## src/rtl/dac_cmd_seq_if.sv

```systemverilog
// Command and SPI-master handshake bundle for the DAC command sequencer.
// The slave modport is the sequencer's view; the master modport is the environment's view.
interface dac_cmd_seq_if #(
   parameter int CODE_WIDTH = 16,
   parameter int SPI_WIDTH  = 24
);
   logic                  cmd_valid_i;
   logic                  cmd_ready_o;
   logic [3:0]            cmd_op_i;
   logic [3:0]            cmd_ch_i;
   logic [CODE_WIDTH-1:0] cmd_code_i;
   logic [SPI_WIDTH-1:0]  spi_data_o;
   logic                  spi_wre_o;
   logic                  spi_rdy_i;

   modport slave (
      input  cmd_valid_i, cmd_op_i, cmd_ch_i, cmd_code_i, spi_rdy_i,
      output cmd_ready_o, spi_data_o, spi_wre_o
   );

   modport master (
      output cmd_valid_i, cmd_op_i, cmd_ch_i, cmd_code_i, spi_rdy_i,
      input  cmd_ready_o, spi_data_o, spi_wre_o
   );
endinterface

```

## src/rtl/dac_cmd_seq.sv

```systemverilog
// DAC command sequencer: buffers write commands in a FIFO, sends a fixed init frame after
// reset, then packs each command into one SPI frame with a single-frame-outstanding handshake.
module dac_cmd_seq #(
   parameter int                   CODE_WIDTH = 16,
   parameter int                   SPI_WIDTH  = 24,
   parameter int                   FIFO_DEPTH = 4,
   parameter logic [SPI_WIDTH-1:0] INIT_WORD  = 24'h80_0001
) (
   input  logic         clk_i,
   input  logic         arst_ni,
   dac_cmd_seq_if.slave bus,
   output logic         init_done_o,
   output logic         busy_o,
   output logic [15:0]  frames_o
);

   localparam int PTR_W = (FIFO_DEPTH > 1) ? $clog2(FIFO_DEPTH) : 1;

   generate
      if (SPI_WIDTH != 8 + CODE_WIDTH) begin : g_bad_width
         $error("dac_cmd_seq: SPI_WIDTH must equal 8 + CODE_WIDTH");
      end
      if (FIFO_DEPTH < 2 || (FIFO_DEPTH & (FIFO_DEPTH - 1)) != 0) begin : g_bad_depth
         $error("dac_cmd_seq: FIFO_DEPTH must be a power of 2 and at least 2");
      end
   endgenerate

   typedef enum logic [2:0] {
      S_INIT,
      S_IDLE,
      S_STROBE,
      S_WAIT_ACK,
      S_WAIT_DONE
   } state_t;

   state_t               state;
   logic [SPI_WIDTH-1:0] fifo_mem [FIFO_DEPTH];
   logic [PTR_W:0]       wr_ptr;
   logic [PTR_W:0]       rd_ptr;
   logic                 full;
   logic                 empty;
   logic                 push;
   logic                 pop;
   logic [SPI_WIDTH-1:0] packed_cmd;
   logic [SPI_WIDTH-1:0] spi_data_q;
   logic                 wre_q;
   logic                 init_done_q;
   logic                 init_frame_q;
   logic [15:0]          frames_q;

   // The extra pointer bit separates full from empty when the index bits coincide.
   assign empty      = (wr_ptr == rd_ptr);
   assign full       = (wr_ptr[PTR_W] != rd_ptr[PTR_W]) &&
                       (wr_ptr[PTR_W-1:0] == rd_ptr[PTR_W-1:0]);
   assign push       = bus.cmd_valid_i && !full;
   assign pop        = (state == S_IDLE) && !empty && bus.spi_rdy_i;
   assign packed_cmd = {bus.cmd_op_i, bus.cmd_ch_i, bus.cmd_code_i};

   assign bus.cmd_ready_o = !full;
   assign bus.spi_data_o  = spi_data_q;
   assign bus.spi_wre_o   = wre_q;
   assign init_done_o     = init_done_q;
   assign frames_o        = frames_q;
   assign busy_o          = (state != S_IDLE) || !empty;

   always_ff @(posedge clk_i) begin
      if (push) begin
         fifo_mem[wr_ptr[PTR_W-1:0]] <= packed_cmd;
      end
   end

   always_ff @(posedge clk_i or negedge arst_ni) begin
      if (!arst_ni) begin
         wr_ptr <= '0;
         rd_ptr <= '0;
      end else begin
         if (push) begin
            wr_ptr <= wr_ptr + 1'b1;
         end
         if (pop) begin
            rd_ptr <= rd_ptr + 1'b1;
         end
      end
   end

   // spi_data_q only changes on a load, so the master sees a stable frame through WAIT_*.
   always_ff @(posedge clk_i or negedge arst_ni) begin
      if (!arst_ni) begin
         state        <= S_INIT;
         spi_data_q   <= '0;
         wre_q        <= 1'b0;
         init_done_q  <= 1'b0;
         init_frame_q <= 1'b0;
         frames_q     <= '0;
      end else begin
         wre_q <= 1'b0;
         case (state)
            S_INIT: begin
               if (bus.spi_rdy_i) begin
                  spi_data_q   <= INIT_WORD;
                  wre_q        <= 1'b1;
                  init_frame_q <= 1'b1;
                  state        <= S_STROBE;
               end
            end
            S_IDLE: begin
               if (pop) begin
                  spi_data_q   <= fifo_mem[rd_ptr[PTR_W-1:0]];
                  wre_q        <= 1'b1;
                  init_frame_q <= 1'b0;
                  state        <= S_STROBE;
               end
            end
            S_STROBE: begin
               state <= S_WAIT_ACK;
            end
            S_WAIT_ACK: begin
               if (!bus.spi_rdy_i) begin
                  state <= S_WAIT_DONE;
               end
            end
            S_WAIT_DONE: begin
               if (bus.spi_rdy_i) begin
                  frames_q <= frames_q + 16'd1;
                  if (init_frame_q) begin
                     init_done_q <= 1'b1;
                  end
                  state <= S_IDLE;
               end
            end
            default: begin
               state <= S_INIT;
            end
         endcase
      end
   end

endmodule

```

## src/flat_wrapper.sv

```systemverilog
// flat-port wrapper written by rule: the top's interface ports become plain ports
module dac_cmd_seq_flat 
#(
   parameter int                   CODE_WIDTH = 16,
   parameter int                   SPI_WIDTH  = 24,
   parameter int                   FIFO_DEPTH = 4,
   parameter logic [SPI_WIDTH-1:0] INIT_WORD  = 24'h80_0001
)
  (clk_i, arst_ni, init_done_o, busy_o, frames_o, bus_cmd_valid_i, bus_cmd_op_i, bus_cmd_ch_i, bus_cmd_code_i, bus_spi_rdy_i, bus_cmd_ready_o, bus_spi_data_o, bus_spi_wre_o);
  dac_cmd_seq_if #(.CODE_WIDTH(CODE_WIDTH), .SPI_WIDTH(SPI_WIDTH)) bus_i ();
  input  logic clk_i;
  input  logic arst_ni;
  output logic init_done_o;
  output logic busy_o;
  output logic [15:0] frames_o;
  input wire logic [$bits(bus_i.cmd_valid_i)-1:0] bus_cmd_valid_i;
  input wire logic [$bits(bus_i.cmd_op_i)-1:0] bus_cmd_op_i;
  input wire logic [$bits(bus_i.cmd_ch_i)-1:0] bus_cmd_ch_i;
  input wire logic [$bits(bus_i.cmd_code_i)-1:0] bus_cmd_code_i;
  input wire logic [$bits(bus_i.spi_rdy_i)-1:0] bus_spi_rdy_i;
  output wire logic [$bits(bus_i.cmd_ready_o)-1:0] bus_cmd_ready_o;
  output wire logic [$bits(bus_i.spi_data_o)-1:0] bus_spi_data_o;
  output wire logic [$bits(bus_i.spi_wre_o)-1:0] bus_spi_wre_o;
  assign bus_i.cmd_valid_i = bus_cmd_valid_i;
  assign bus_i.cmd_op_i = bus_cmd_op_i;
  assign bus_i.cmd_ch_i = bus_cmd_ch_i;
  assign bus_i.cmd_code_i = bus_cmd_code_i;
  assign bus_i.spi_rdy_i = bus_spi_rdy_i;
  assign bus_cmd_ready_o = bus_i.cmd_ready_o;
  assign bus_spi_data_o = bus_i.spi_data_o;
  assign bus_spi_wre_o = bus_i.spi_wre_o;
  dac_cmd_seq #(.CODE_WIDTH(CODE_WIDTH), .SPI_WIDTH(SPI_WIDTH), .FIFO_DEPTH(FIFO_DEPTH), .INIT_WORD(INIT_WORD)) u_core (.clk_i(clk_i), .arst_ni(arst_ni), .bus(bus_i), .init_done_o(init_done_o), .busy_o(busy_o), .frames_o(frames_o));
endmodule
```

## config.mk

```make
export PLATFORM = sky130hd
export DESIGN_NAME = dac_cmd_seq_flat
export DESIGN_NICKNAME = d
export VERILOG_FILES = /design/src/rtl/dac_cmd_seq_if.sv /design/src/rtl/dac_cmd_seq.sv /design/src/flat_wrapper.sv
export SDC_FILE = /design/constraint.sdc
export NUM_CORES = 1
export LEC_CHECK = 0
export BUFFER_PORTS_ARGS = -buffer_cell sky130_fd_sc_hd__buf_4
export CORE_MARGIN = 2
export CORE_UTILIZATION = 23
export CTS_CLUSTER_SIZE = 16
export DETAILED_ROUTE_END_ITERATION = 10
export SYNTH_ARGS = -nofsm -noshare
export SYNTH_HDL_FRONTEND = slang
export SYNTH_SLANG_ARGS = --single-unit
```

## constraint.sdc

```tcl
create_clock -name clk_i -period 4.6 [get_ports clk_i]
set_input_delay 0 -clock clk_i [delete_from_list [all_inputs] [get_ports clk_i]]
set_output_delay 0 -clock clk_i [all_outputs]
set_load 0.03 [all_outputs]
```

==> results.json, run 1 <==
{
  "cts_setup_buffers": 0,
  "setup_viol": 0,
  "syn2layout_area_growth_pct": 28.40,
  "drt_pre_antenna_iters": 4,
  "via_count": 3528,
  "cp_common_cell": "buf_4",
  "yosysTopAreaCell": "edfxtp_1",
  "crit_family": "simple AND/OR/NAND/NOR gates",
  "powerDensity_nw_per_um2": 634.4,
  "worst_pin_slew_ns": 1.227,
  "h-tree-depth": 4,
  "synth_area_leaders": "edfxtp_1 48%, dfrtp_1 21%, mux4_2 8.9%, nand2_1 3.6%, a31o_2 2.5%",
  "crit_type": "flop to flop",
  "synth.net_count": 421,
  "io_pins": 72,
  "tns_ns": 0,
  "fin_cells": 834,
  "fin_ws_ns": 1.800,
  "cts_root_buffer": "clkbuf_16",
  "ant_nets": 0,
  "ys_types": 42,
  "slowest_stage": "and2_1",
  "finalPower_mw": 4.935,
  "grt_max_degree": 58,
  "hold_violations": 0,
  "peakVddDrop_uv": 376.5,
  "nNetsFinal": 521,
  "diodes": 0,
  "cp_num_buf_inv": 2,
  "period_needed_ns": 2.800,
  "antenna_found_initial": 0,
  "tritoncts": "yes",
  "syn_area_per_cell_um2": 15.65,
  "yosys_register_bits": 148,
  "dpl.hpwl_mm": 8.649,
  "final_layout_size_suffix_gt1_share_pct": 31.46,
  "cp.arrival_ns": 2.92,
  "cts.sinks": 148,
  "die_width_um": 166.3,
  "synth_top_area_share_pct": 47.58,
  "slew_violations": 0,
  "track_usage_pct": 9.754,
  "gp_congestion": 0.7527,
  "yosys_warnings": 0,
  "post-place-ws_ns": 1.712,
  "initial_utilization_pct": 23.31,
  "numCtsBuffers": 17,
  "hold_path.class": "input pin to flop",
  "outcome": "finished, final reports clean",
  "rsz0062_at_grt": "false",
  "dpl_cell_area_um2": 6943,
  "skew_ns": 0.01704,
  "syn_area_um2": 6058,
  "wl_per_cell_um": 15.77,
  "grt_pass1_vias": 3668,
  "p_leak_nw": 2.925,
  "cts.clk_slew.worst_paths_ns": 0.06,
  "dieArea_um2": 27650,
  "core_area_um2": 25980,
  "drc_errors": 0,
  "yosysSeqAreaShare_pct": 69.06,
  "critPathMaxStageDelay_ns": 0.85,
  "die_height_um": 166.3,
  "clk_latency_ns": 0.42,
  "port_buffers": 71,
  "clk_path_buf_depth": 2,
  "drt_iter0_drc": 293,
  "syn_inst": 387,
  "start_kind": "flop",
  "max_slew_margin_pct": 18.22,
  "timing.fmax_mhz": 357.1,
  "grt_overflow_total": 0,
  "grt_pass1_wl_mm": 20.87,
  "wirelength_mm": 13.15,
  "final_area_um2": 7779,
  "layout_commonest_cell": "edfxtp_1",
  "crit_chain": "buf_4, xor2_1, o31a_1, and2_1, buf_4",
  "rows": 59,
  "path_max_fanout": 28,
  "placedCellCount": 777,
  "fin_crit_sh_pct": 60.87,
  "avgViaCountPerCell": 4.230,
  "final_cell_mix": "96 x edfxtp_1, 77 x buf_4, 58 x nand2_1",
  "crit_required_ns": 4.72,
  "cp-end-kind": "flop",
  "max-cap-violations": 0
}
## Yosys cell counts, drive strengths merged
cell,count
nor3b,4
and4,2
o31a,1
xnor2,16
o21ai,23
mux2,1
edfxtp,96
clkbuf,10
and2,4
a21o,1
nor2,7
or3b,2
o22ai,3
and3,1
mux4,24
ha,6
buf,12
nand3,6
inv,7
a211o,1
dfrtp,52
xor2,9
nor2b,1
nor3,2
nand2,58
nand3b,1
nand2b,2
or4,1
a31oi,2
a31o,22
a21oi,2
nand4bb,1
nor4,2
and4bb,1
nand4,4
## metal layers
layer / vias to the layer above / track usage [%] / share of wire, %
met3: 7 / 2.884 / 5.6
li1: 1656 / - / -
met1: 1760 / 13.25 / 46
met5: - / 0 / 0
met2: 105 / 15.46 / 47
met4: 0 / 2.249 / 0.82
## layout make-up
class / instances / area (um2)
fillers: 2578 / 18210
inverters: 7 / 26.28
multi-input cells: 210 / 1733
clock buffers: 20 / 446.7
repair buffers: 103 / 838.3
well taps: 335 / 419.2
flip-flops and latches: 148 / 4187
clock inverters: 11 / 128.9
## registers in the layout, indices dropped and copies added (netlist names)
| register | count |
|---|---|
| u_core.bus.spi_data_o | 24 |
| u_core.bus.spi_wre_o | 1 |
| u_core.fifo_mem | 96 |
| u_core.frames_o | 16 |
| u_core.init_done_o | 1 |
| u_core.init_frame_q | 1 |
| u_core.rd_ptr | 3 |
| u_core.state | 3 |
| u_core.wr_ptr | 3 |
## worst reg2reg max path: stages (launching register included)
cell,delay [ns]
dfrtp_2,0.34
buf_4,0.46
xor2_1,0.28
o31a_1,0.29
and2_1,0.85
buf_4,0.29
## power by group
group	total [mW]	internal, mW	switching, mW
clock	1.34	0.813	0.524
combinational	1.59	0.670	0.917
sequential	2.01	1.78	0.235
## through the flow
stage	utilization, %	hold slack (ns)
after floorplan	-	-0.2956
after global placement	26.72	0.08845
after detailed placement	26.72	0.1113
after CTS	29.94	0.05862
after global routing	29.94	0.07934
final	29.94	0.06810
## final timing paths
check / startpoint / to / slack [ns] / depth (start not counted)
worst max-delay path: u_core.rd_ptr[0]$_DFFE_PN0P_ / u_core.fifo_mem[0][17]$_DFFE_PP_ / 1.80 / 5
worst min-delay path: bus_cmd_valid_i / u_core.wr_ptr[0]$_DFFE_PN0P_ / 0.07 / 3
worst max register to register: u_core.rd_ptr[0]$_DFFE_PN0P_ / u_core.fifo_mem[0][17]$_DFFE_PP_ / 1.80 / 5
worst min register to register: u_core.init_done_o$_DFFE_PN0P_ / u_core.init_done_o$_DFFE_PN0P_ / 0.48 / 1
max in group asynchronous: arst_ni / u_core.state[0]$_DFFE_PN0P_ / 3.87 / 2
min in group asynchronous: arst_ni / u_core.frames_o[4]$_DFFE_PN0N_ / 0.20 / 2
## cell families after synthesis
group           after synthesis  share of synthesized area [%]
flops                       148                          69.06
simple gates                 99                          8.468
compound gates               55                          6.175
buf+inv                      29                          2.334
xor+xnor                     25                          3.614
mux                          25                          9.108
fa+ha+maj                     6                          1.239
## timing repair
action                    in CTS  in global routing
hold buffers                  26                  0
hold endpoints to repair     154                  0
resized for setup              0                  0
Note: power is estimated with default switching activity, not from simulation.
==> inputs of run 2 (changes only) <==
Clock period 4.6 ns to 2.65 ns, I/O delays scaled along.
==> results.json, run 2 (same netlist as run 1, synthesis figures left out) <==
{
  "drt_pre_antenna_iters": 5,
  "h-tree-depth": 4,
  "track_usage_pct": 9.903,
  "slew_violations": 0,
  "crit_chain": "xor2_1, o31a_1, and2_1, buf_12",
  "peakVddDrop_uv": 596.9,
  "rows": 59,
  "dpl.hpwl_mm": 8.395,
  "drc_errors": 0,
  "wirelength_mm": 13.28,
  "cts.sinks": 148,
  "timing.fmax_mhz": 491.3,
  "max_slew_margin_pct": 50.02,
  "core_area_um2": 25980,
  "die_width_um": 166.3,
  "reg2regPathDepth": 4,
  "grt_overflow_total": 0,
  "io_pins": 72,
  "tritoncts": "yes",
  "period_needed_ns": 2.035,
  "grt_max_degree": 57,
  "worst_pin_slew_ns": 0.7479,
  "cp_num_buf_inv": 1,
  "setup_viol": 0,
  "p_leak_nw": 2.976,
  "finalPower_mw": 8.756,
  "cp.arrival_ns": 2.16,
  "cts.clk_slew.worst_paths_ns": 0.07,
  "wl_per_cell_um": 15.85,
  "hold_ws_ns": 0.07812,
  "dieArea_um2": 27650,
  "layout_commonest_cell": "edfxtp_1",
  "diodes": 0,
  "drt_iter0_drc": 262,
  "numCtsBuffers": 17,
  "via_count": 3604,
  "cp-end-kind": "flop",
  "cts_root_buffer": "clkbuf_16",
  "port_buffers": 71,
  "slowest_stage": "and2_1",
  "largest_register_ffs": 96,
  "initial_utilization_pct": 23.31,
  "antenna_found_initial": 0,
  "powerDensity_nw_per_um2": 1110,
  "clk_latency_ns": 0.42,
  "final_cell_mix": "96 x edfxtp_1, 76 x buf_4, 58 x nand2_1",
  "crit_type": "flop to flop",
  "gp_congestion": 0.7479,
  "grt_pass1_wl_mm": 21.02,
  "fin_crit_sh_pct": 76.81,
  "final_layout_size_suffix_gt1_share_pct": 32.21,
  "grt_pass1_vias": 3693,
  "crit_family": "simple AND/OR/NAND/NOR gates",
  "outcome": "finished, final reports clean",
  "rsz0062_at_grt": "false",
  "max-cap-violations": 0,
  "holdPathStages": 3,
  "tns_ns": 0,
  "start_kind": "flop",
  "ant_nets": 0,
  "avgViaCountPerCell": 4.301,
  "hold_violations": 0,
  "path_max_fanout": 17,
  "die_height_um": 166.3,
  "crit_cells": 4,
  "hold_path.class": "input pin to flop",
  "clk_path_buf_depth": 2,
  "critPathMaxStageDelay_ns": 0.49,
  "skew_ns": 0.01253,
  "ctsResizeCount": 0,
  "crit_required_ns": 2.77,
  "syn2layout_area_growth_pct": 30.19,
  "nNetsFinal": 524
}
-- run 2: worst min-delay path: stages --
cell and delay, ns:
buf_4 0.12, o31a_1 0.17, xnor2_1 0.15
-- run 2: layout make-up --
| cell class | count | area (um2) |
|---|---|---|
| Timing Repair Buffer | 106 | 910.9 |
| Tap cell | 335 | 419.2 |
| Inverter | 7 | 26.28 |
| Sequential cell | 148 | 4187 |
| Multi-Input combinational cell | 210 | 1733 |
| Fill cell | 2561 | 18100 |
| Clock inverter | 15 | 186.4 |
| Clock buffer | 17 | 425.4 |
-- run 2: timing repair --
item / CTS / global route
hold buffers: 26 / 0
hold endpoints to repair: 155 / 0
setup buffers: 0 / 0
-- run 2: worst paths after layout --
kind / from / to / slack (ns)
setup reg to reg: u_core.wr_ptr[1]$_DFFE_PN0P_ / u_core.fifo_mem[3][13]$_DFFE_PP_ / 0.61
hold reg to reg: u_core.frames_o[5]$_DFFE_PN0N_ / u_core.frames_o[5]$_DFFE_PN0N_ / 0.50
max in group asynchronous: arst_ni / u_core.rd_ptr[0]$_DFFE_PN0P_ / 1.93
min in group asynchronous: arst_ni / u_core.frames_o[4]$_DFFE_PN0N_ / 0.19
hold / removal: bus_cmd_valid_i / u_core.wr_ptr[0]$_DFFE_PN0P_ / 0.08
setup / recovery: u_core.wr_ptr[1]$_DFFE_PN0P_ / u_core.fifo_mem[3][13]$_DFFE_PP_ / 0.61
-- run 2: report_power, final --
| part | leakage (nW) | internal, mW | switching [mW] | total, mW |
|---|---|---|---|---|
| sequential | 1.55 | 3.08 | 0.303 | 3.38 |
| clock | 0.301 | 1.43 | 1.02 | 2.45 |
| combinational | 1.12 | 1.23 | 1.70 | 2.93 |
| total | 2.98 | 5.74 | 3.02 | 8.76 |
-- run 2: per-layer routing --
metal | up-vias | wire length, um | global-route usage [%]
li1 | 1663 | - | -
met1 | 1803 | 5591 | 12.50
met2 | 130 | 6755 | 16.63
met3 | 8 | 849 | 2.788
met4 | 0 | 84 | 2.886
met5 | - | 0 | 0
-- run 2: through the flow --
stage                     worst slack (ns)  instances  cell area, um2  util, %
final                               0.6145        838            7888    30.35
after global routing                0.4469        838            7888    30.35
after CTS                           0.5952        838            7888    30.35
after detailed placement            0.6067        780            7015    27.00
after global placement              0.6528        780            7015    27.00
after floorplan                     0.6043        387            6058        -
